--- config.mk ---
export PLATFORM = sky130hd
export DESIGN_NAME = nvme_io_scheduler
export DESIGN_NICKNAME = d
export VERILOG_FILES = /design/src/rtl/nvme_io_scheduler.sv
export SDC_FILE = /design/constraint.sdc
export NUM_CORES = 1
export LEC_CHECK = 0
export CAP_MARGIN = 10
export CORE_ASPECT_RATIO = 0.8
export CORE_MARGIN = 3
export CORE_UTILIZATION = 40
export CTS_BUF_LIST = sky130_fd_sc_hd__clkbuf_8
export DETAILED_ROUTE_END_ITERATION = 12
export PLACE_DENSITY_LB_ADDON = 0.15
export SETUP_SLACK_MARGIN = 0.5
export SLEW_MARGIN = 20
export SYNTH_ARGS = -nofsm -noshare
export SYNTH_HDL_FRONTEND = slang
export SYNTH_SLANG_ARGS = --single-unit
--- constraint.sdc ---
create_clock -name clk -period 3.15 [get_ports clk]
set_input_delay 0.4725 -clock clk [delete_from_list [all_inputs] [get_ports clk]]
set_output_delay 0.4725 -clock clk [all_outputs]
set_load 0.02 [all_outputs]
--- src/rtl/nvme_io_scheduler.sv ---
// NVMe command-slot allocator, CQ consumer and SQ/CQ doorbell arbiter for one I/O queue pair.
// Grants and completions are registered (1 cycle); one doorbell in flight, later updates coalesce.
module nvme_io_scheduler #(
    parameter int          OUTSTANDING = 16,
    parameter int          CID_W       = 4,
    parameter int          QID         = 1,
    parameter logic [31:0] DB_BASE     = 32'h0000_1000,
    parameter int          DSTRD       = 0
) (
    input  logic             clk,
    input  logic             rst,
    input  logic             alloc_req,
    output logic             alloc_gnt,
    output logic [CID_W-1:0] alloc_cid,
    output logic [CID_W-1:0] sq_cid,
    input  logic             cmd_written,
    output logic             db_valid,
    input  logic             db_ready,
    output logic [31:0]      db_addr,
    output logic [31:0]      db_data,
    input  logic             db_done,
    input  logic             cqe_valid,
    output logic             cqe_ready,
    input  logic [15:0]      cqe_cid,
    input  logic             cqe_phase,
    input  logic [14:0]      cqe_status,
    output logic             cpl_valid,
    output logic [CID_W-1:0] cpl_cid,
    output logic [14:0]      cpl_status,
    output logic             cpl_err,
    output logic [CID_W:0]   inflight,
    output logic [15:0]      stale_cnt
);

    localparam logic [31:0]    SQ_DB_ADDR   = DB_BASE + 32'((2 * QID) * (4 << DSTRD));
    localparam logic [31:0]    CQ_DB_ADDR   = DB_BASE + 32'((2 * QID + 1) * (4 << DSTRD));
    localparam logic [CID_W:0] MAX_INFLIGHT = (CID_W + 1)'(OUTSTANDING - 1);

    typedef enum logic [1:0] {DB_IDLE, DB_REQ, DB_RESP} db_state_t;

    db_state_t              db_state, db_next;
    logic [OUTSTANDING-1:0] free_map, free_nxt;
    logic [CID_W-1:0]       sq_tail, sq_tail_rung, sq_tail_written;
    logic [CID_W-1:0]       cq_head, cq_head_rung;
    logic [CID_W:0]         pending_written;
    logic                   exp_phase;
    logic                   last_served_cq;

    logic [CID_W-1:0]       free_idx;
    logic                   free_any;
    logic                   grant;
    logic [CID_W-1:0]       cqe_slot;
    logic                   cid_hi_ok, slot_busy, accept, retire;
    logic                   sq_pend, cq_pend, serve_sq, serve_cq;

    // Priority encoder: lowest-index free slot wins.
    always_comb begin
        free_idx = '0;
        free_any = 1'b0;
        for (int i = OUTSTANDING - 1; i >= 0; i--) begin
            if (free_map[i]) begin
                free_idx = CID_W'(i);
                free_any = 1'b1;
            end
        end
    end

    assign grant     = alloc_req && !alloc_gnt && (inflight < MAX_INFLIGHT) && free_any;
    assign cqe_slot  = cqe_cid[CID_W-1:0];
    assign cid_hi_ok = (cqe_cid[15:CID_W] == '0);
    assign slot_busy = !free_map[cqe_slot];
    assign accept    = cqe_valid && (cqe_phase == exp_phase);
    assign retire    = accept && cid_hi_ok && slot_busy;

    // Grant picks from the pre-update bitmap, so a slot freed this cycle is never reissued this cycle.
    always_comb begin
        free_nxt = free_map;
        if (retire) free_nxt[cqe_slot] = 1'b1;
        if (grant)  free_nxt[free_idx] = 1'b0;
    end

    assign sq_tail_written = sq_tail_rung + pending_written[CID_W-1:0];
    assign sq_pend         = (sq_tail_written != sq_tail_rung);
    assign cq_pend         = (cq_head != cq_head_rung);
    assign db_valid        = (db_state == DB_REQ);

    always_ff @(posedge clk or posedge rst) begin
        if (rst) db_state <= DB_IDLE;
        else     db_state <= db_next;
    end

    always_comb begin
        db_next  = db_state;
        serve_sq = 1'b0;
        serve_cq = 1'b0;
        case (db_state)
            DB_IDLE: begin
                if (sq_pend && (!cq_pend || last_served_cq)) serve_sq = 1'b1;
                else if (cq_pend)                            serve_cq = 1'b1;
                if (serve_sq || serve_cq) db_next = DB_REQ;
            end
            DB_REQ:  if (db_ready) db_next = DB_RESP;
            DB_RESP: if (db_done)  db_next = DB_IDLE;
            default: db_next = DB_IDLE;
        endcase
    end

    always_ff @(posedge clk or posedge rst) begin
        if (rst) begin
            cqe_ready       <= 1'b0;
            free_map        <= '1;
            inflight        <= '0;
            alloc_gnt       <= 1'b0;
            alloc_cid       <= '0;
            sq_cid          <= '0;
            sq_tail         <= '0;
            sq_tail_rung    <= '0;
            pending_written <= '0;
            cq_head         <= '0;
            cq_head_rung    <= '0;
            exp_phase       <= 1'b1;
            last_served_cq  <= 1'b1;
            stale_cnt       <= '0;
            cpl_valid       <= 1'b0;
            cpl_cid         <= '0;
            cpl_status      <= '0;
            cpl_err         <= 1'b0;
            db_addr         <= '0;
            db_data         <= '0;
        end else begin
            cqe_ready <= 1'b1;
            free_map  <= free_nxt;
            alloc_gnt <= grant;
            if (grant) begin
                alloc_cid <= free_idx;
                sq_cid    <= sq_tail;
                sq_tail   <= sq_tail + 1'b1;
            end
            if (grant && !retire)      inflight <= inflight + 1'b1;
            else if (!grant && retire) inflight <= inflight - 1'b1;

            // Latching the doorbell covers everything written so far; a same-cycle write stays pending.
            if (serve_sq)         pending_written <= (CID_W + 1)'(cmd_written);
            else if (cmd_written) pending_written <= pending_written + 1'b1;

            if (cqe_valid && !accept && stale_cnt != '1) stale_cnt <= stale_cnt + 1'b1;
            cpl_valid <= accept;
            if (accept) begin
                cq_head    <= cq_head + 1'b1;
                if (cq_head == '1) exp_phase <= ~exp_phase;
                cpl_cid    <= cqe_slot;
                cpl_status <= cqe_status;
                cpl_err    <= (cqe_status != '0) || !cid_hi_ok || !slot_busy;
            end

            if (serve_sq) begin
                db_addr        <= SQ_DB_ADDR;
                db_data        <= 32'(sq_tail_written);
                sq_tail_rung   <= sq_tail_written;
                last_served_cq <= 1'b0;
            end else if (serve_cq) begin
                db_addr        <= CQ_DB_ADDR;
                db_data        <= 32'(cq_head);
                cq_head_rung   <= cq_head;
                last_served_cq <= 1'b1;
            end
        end
    end

endmodule

Word-level counts from Yosys, hierarchy flattened
Cells that the tools add are included.
{"block": "classes", "add_sub_neg": 7, "reduce_logical": 33, "order_cmp": 5, "bitwise": 5, "muxes": 61, "n_eq_ne": 10}
{"operator": "$mux 32", "count": 4}
{"operator": "$mux 4", "count": 16}
{"operator": "$mux 16", "count": 2}
{"operator": "$mux 1", "count": 28}
{"operator": "$mux 5", "count": 4}
{"operator": "$add 16x1->16 const B", "count": 1}
{"operator": "$and 16x16->16", "count": 1}
{"operator": "$ne 16x16->1 const B", "count": 1}
{"operator": "$not 16->16", "count": 1}
{"operator": "$or 16x16->16", "count": 1}
{"operator": "$reduce_bool 15->1", "count": 1}
{"operator": "$logic_and 1x1->1", "count": 13}
{"operator": "$logic_not 12->1", "count": 1}
{"operator": "$add 5x1->5 const B", "count": 2}
{"operator": "$lt 4x5->1 const B", "count": 2}
{"operator": "$add 4x1->4 const B", "count": 2}
{"operator": "$demux 1 s4", "count": 2}
{"operator": "$ge 4x1->1 const B", "count": 2}
{"operator": "$ne 4x4->1", "count": 2}
{"operator": "$logic_not 1->1", "count": 7}
{"operator": "$mux 2", "count": 3}
{"operator": "$pmux 2 s3", "count": 1}
{"operator": "$reduce_bool 2->1", "count": 3}
{"operator": "$lt 5x4->1 const B", "count": 1}
{"operator": "other kinds (14)", "count": 20}
{"block": "word_totals", "ff_bits": 157, "input_bits": 39, "elab_cells": 142}

Depth between registers and ports, before layout
{"block": "logic_depth", "depth_word": 23, "ltp_mapped": 13, "ltp_nobuf": 12}

Worst setup path after synthesis
OpenSTA, ideal clock, no wires.
{"block": "synth_timing", "path_kind": "in2reg", "startpoint": "input port cqe_cid[1]", "endpoint": "register inflight[4]", "stages": 12, "arrival_time_ps": 2784, "setup_ps": 131, "n_path_buf": 0, "path_slack_ps": 235, "cell_sequence": "mux4_1 -> mux2i_1 -> o2111ai_2 -> a31o_2 -> ha_1 -> inv_1 -> ha_1 -> a21o_1 -> a21oi_1 -> xnor2_1 -> nor2_1 -> xor2_1"}
{"block": "synth_between", "elab_chain_len": 7}
{"item": "start, declared", "line": "24", "text": "input logic [15:0] cqe_cid,"}
{"item": "$bmux 1 s4 (*)", "line": "71", "text": "assign slot_busy = !free_map[cqe_slot];"}
{"item": "$mux 1 (implied by the code) (*)", "line": "71"}
{"item": "$logic_not 1->1 (*)", "line": "71"}
{"item": "$logic_and 1x1->1 (*)", "line": "73", "text": "assign retire = accept && cid_hi_ok && slot_busy;"}
{"item": "$logic_not 1->1", "line": "139", "text": "if (grant && !retire) inflight <= inflight + 1'b1;"}
{"item": "$logic_and 1x1->1", "line": "139"}
{"item": "$mux 5 / $reduce_bool 2->1 (equally long branches)"}
{"item": "end signal, assigned", "line": "139"}
{"item": "end signal, assigned", "line": "140", "text": "else if (!grant && retire) inflight <= inflight - 1'b1;"}
{"item": "end, declared", "line": "31", "text": "output logic [CID_W:0] inflight,"}
Mark *: on every way between the ends. The rest lies on a longest branch, timed or not. The select of a mux whose other input is x is not followed.
A chain may end at the register's enable or synchronous reset.

Worst setup path after layout
{"block": "layout_timing", "startpoint": "input port cqe_cid[13]", "endpoint": "register inflight[4]"}
{"block": "layout_between", "elab_chain_len": 6}
{"item": "$logic_not 12->1 (*)", "line": "70", "text": "assign cid_hi_ok = (cqe_cid[15:CID_W] == '0);"}
{"item": "$logic_and 1x1->1 (*) (2 in series)", "line": "73"}
{"item": "$logic_not 1->1", "line": "139"}
{"item": "$logic_and 1x1->1", "line": "139"}
{"item": "$mux 5 / $reduce_bool 2->1 (equally long branches)"}
Mark *: on every way between the ends. The rest lies on a longest branch, timed or not.

==> results.cfg <==
[drt]
drt-wirelength-per-cell_um = 14.76
vias = 4010
first_pass_iters = 4
routed_wl_um = 12340
avgViaCountPerCell = 4.797
drt_iter0_markers = 273
ant_nets = 0
drc = 0

[setup_path]
end_kind = flop
worstPathCellList = dlygate4sd2_1 -> or4_4 -> nor3_2 -> o2111ai_2 -> a31o_4 -> ha_4 -> fa_2 -> inv_2 -> a21o_1 -> a21oi_2 -> xnor2_1 -> nor2_1 -> xor2_1
slowest_delay_ns = 0.55
crit_fanout = 3
worstPathArrival_ns = 3.00
path_class = in -> reg
slowest_stage = or4_4
cp_top_family = simple AND/OR/NAND/NOR gates
required_ns = 3.39
crit_buf_inv = 2
critPathLaunchType = input pin

[yosys]
yosysTopAreaCell = dfrtp_1
ys_ff_latch = 98
avgSynthCellArea_um2 = 9.850
synth_edf_count = 0
syn_area_mm2 = 0.005240
synth_flop_cell = dfrtp_1
ys.warnings.count = 0
synthArstFlopShare = 1.000
ys_top_cells_by_area = dfrtp_1, dfstp_2, buf_4
synth_top_area_frac = 0.3820
yosysSeqAreaShare = 0.4723
synthCells = 532
ys_types = 60

[sta]
finalSetupTns_ns = 0
max_freq_ghz = 0.3635
min_period_ns = 2.751
hold_violations = 0
timing.final.ws_setup_ns = 0.3990
worst_slew_pin_slew_ns = 0.6165
drv_slew = 0
setup_violations = 0
fin_skew_ns = 0.009405
relSlewSlack = 0.5882
rsz0062_at_grt = true
fin_crit_sh = 0.8733

[layout]
fillers = 1105
syn2layout_area_growth_pct = 28.08
multi_input_area_mm2 = 0.002486
n_antenna_cell = 0
drive_gt1_frac = 0.1624
finish.net_count = 714
regArea_mm2 = 0.002475

[die]
num_rows = 36
dieArea_mm2 = 0.01452
die_w_um = 134.0
core_area_mm2 = 0.01248
pin_count = 156
die_h_um = 108.4
initial_core_util = 0.4200

[grt]
gr-total-overflow = 0
grt_pass1_wl_um = 20110
grtUsageTotal = 0.1725
grt.met1_usage = 0.2327
grtUsageMet3 = 0.05535
grt_busiest_layer = met2
grt_pass1_vias = 3976
antenna_found_initial = 0
use_met2 = 0.2733
grt_max_degree = 54

[clock_network]
clk_pin_slew_ns = 0.09
clockRootBuffer = clkbuf_8
clock_path_buffers = 2
clkLatencyLatePin_ns = 0.36
cts_buffers = 9
cts_hold_buf = 0
cts.sinks = 98
cts_tree = done
htree_levels = 3

[power_and_ir_drop]
p_int_mw = 2.805
ir_worst_vdd_uv = 371.6
p_sw_frac = 0.3723
p_per_area_mw_per_mm2 = 665.9
combPwrFrac = 0.401
clock_power_share = 0.187
leakagePower_nw = 3.002
switchingPower_mw = 1.664
seq_power_share = 0.411

[min_path]
hold_class = reg -> reg

[placement]
port-buffer-count = 98
gp_congestion = 0.9253
dp_slack_ns = -0.3445
place_hpwl_um = 9091

[run]
drv_cap = 0

[status]
status = completed
## cells in the final DEF, fill, tap and decap left out, types with 11 or more instances in the layout
cell type	netlist	routed
nand2_1	106	106
clkdlybuf4s50_1	0	87
dfrtp_1	80	80
conb_1	2	58
buf_4	58	32
xnor2_1	27	26
nor2_1	25	24
a21oi_1	26	24
inv_1	21	19
dfstp_2	18	18
xor2_1	13	13
clkbuf_8	1	11
## path summary, 6_finish.rpt
check,endpoint,slack (ns),cells after the start,startpoint
worst max register to register,inflight[4],0.40,12,free_map[7]
worst min-delay path,sq_cid[0],0.48,2,sq_cid[0]
min in group asynchronous,db_state[0],0.54,2,rst
max in group asynchronous,free_map[2],1.88,3,rst
worst max-delay path,inflight[4],0.40,13,cqe_cid[13]
worst min register to register,sq_cid[0],0.48,2,sq_cid[0]
## worst register-to-register path, delay by kind of cell (launching register included)
family | cells | cell delay, ns
flip-flops | 1 | 0.41
AND/OR/NAND/NOR | 1 | 0.07
AO/OA/AOI/OAI | 4 | 0.56
adder cells (fa/ha/maj) | 2 | 0.54
multiplexers | 2 | 0.69
XOR/XNOR | 2 | 0.30
buffers and inverters | 1 | 0.05
## layout make-up
| type | instances | share of cell area |
|---|---|---|
| Tap cell | 171 | 0.03188 |
| Clock inverter | 5 | 0.008016 |
| Clock buffer | 11 | 0.02256 |
| Multi-Input combinational cell | 396 | 0.3704 |
| Sequential cell | 98 | 0.3688 |
| Timing Repair Buffer | 132 | 0.1846 |
| Inverter | 23 | 0.01380 |
## Yosys cell counts (2+ instances only)
| cell type | number |
|---|---|
| nand2_1 | 106 |
| dfrtp_1 | 80 |
| buf_4 | 58 |
| xnor2_1 | 27 |
| a21oi_1 | 26 |
| nor2_1 | 25 |
| inv_1 | 21 |
| dfstp_2 | 18 |
| ha_1 | 13 |
| o21ai_0 | 13 |
| xor2_1 | 13 |
| nand3_1 | 10 |
| nand4_1 | 9 |
| nor4_1 | 9 |
| nor3_1 | 8 |
| nand2b_1 | 7 |
| o31ai_1 | 6 |
| buf_6 | 5 |
| clkbuf_1 | 5 |
| a31oi_1 | 4 |
| mux2_2 | 4 |
| nor3b_1 | 4 |
| o22a_1 | 4 |
| a22oi_1 | 3 |
| and3_1 | 3 |
| mux2i_1 | 3 |
| mux4_2 | 3 |
| nor2b_1 | 3 |
| nor3_2 | 3 |
| or4_1 | 3 |
| a221o_1 | 2 |
| and2_1 | 2 |
| and4_1 | 2 |
| conb_1 | 2 |
| fa_1 | 2 |
| o21bai_1 | 2 |
## logic make-up (layout without fill, tap and decap cells)
family,count (synthesis),after routing,share of synthesized area
other cells,2,58,0.001433
flops,98,98,0.4723
simple gates,202,202,0.1843
fa+ha+maj,15,15,0.03868
buf+inv,94,171,0.1182
compound gates,70,70,0.08596
xor+xnor,40,40,0.06686
mux,11,11,0.03223
## registers in the layout (all words and copies together) (netlist names), 2 cells and up
signal           cells
stale_cnt           16
pending_written      4
sq_tail_rung         4
cq_head_rung         4
cpl_status          15
cq_head              4
sq_tail              4
alloc_cid            4
inflight             5
sq_cid               4
db_state             2
db_addr              2
cpl_cid              4
db_data              4
free_map            16
## metal layers
| layer | wire length [um] | vias to the layer above |
|---|---|---|
| met5 | 0 | - |
| met4 | 123 | 0 |
| met3 | 1023 | 14 |
| met2 | 5586 | 143 |
| met1 | 5608 | 1913 |
| li1 | - | 1940 |
## power by group through the flow
stage	Clock [mW]	Sequential, mW	Combinational (mW)
after CTS	0.874	1.84	1.78
after global routing	0.909	1.88	1.98
after detailed placement	0	1.85	1.77
after floorplan	0	2.03	0.941
final	0.837	1.84	1.79
after global placement	0	1.85	1.75
## metrics by stage
stage | instance area (um2) | hold WS [ns] | instances | util | power (mW)
after floorplan | 5488 | 0.4454 | 588 | - | 2.970
after global placement | 6331 | 0.4580 | 809 | 0.5074 | 3.593
after detailed placement | 6331 | 0.4618 | 809 | 0.5074 | 3.627
after CTS | 6636 | 0.4849 | 835 | 0.5319 | 4.495
after global routing | 6711 | 0.5084 | 836 | 0.5379 | 4.773
final | 6711 | 0.4768 | 836 | 0.5379 | 4.469
## what timing repair did
action                                  in CTS  in global routing
endpoints found under the setup margin       4                 10
gates resized for setup                     20                 17
pin swaps                                   14                 15
buffers inserted                            10                  1
Note: power is estimated with default switching activity, not from simulation.
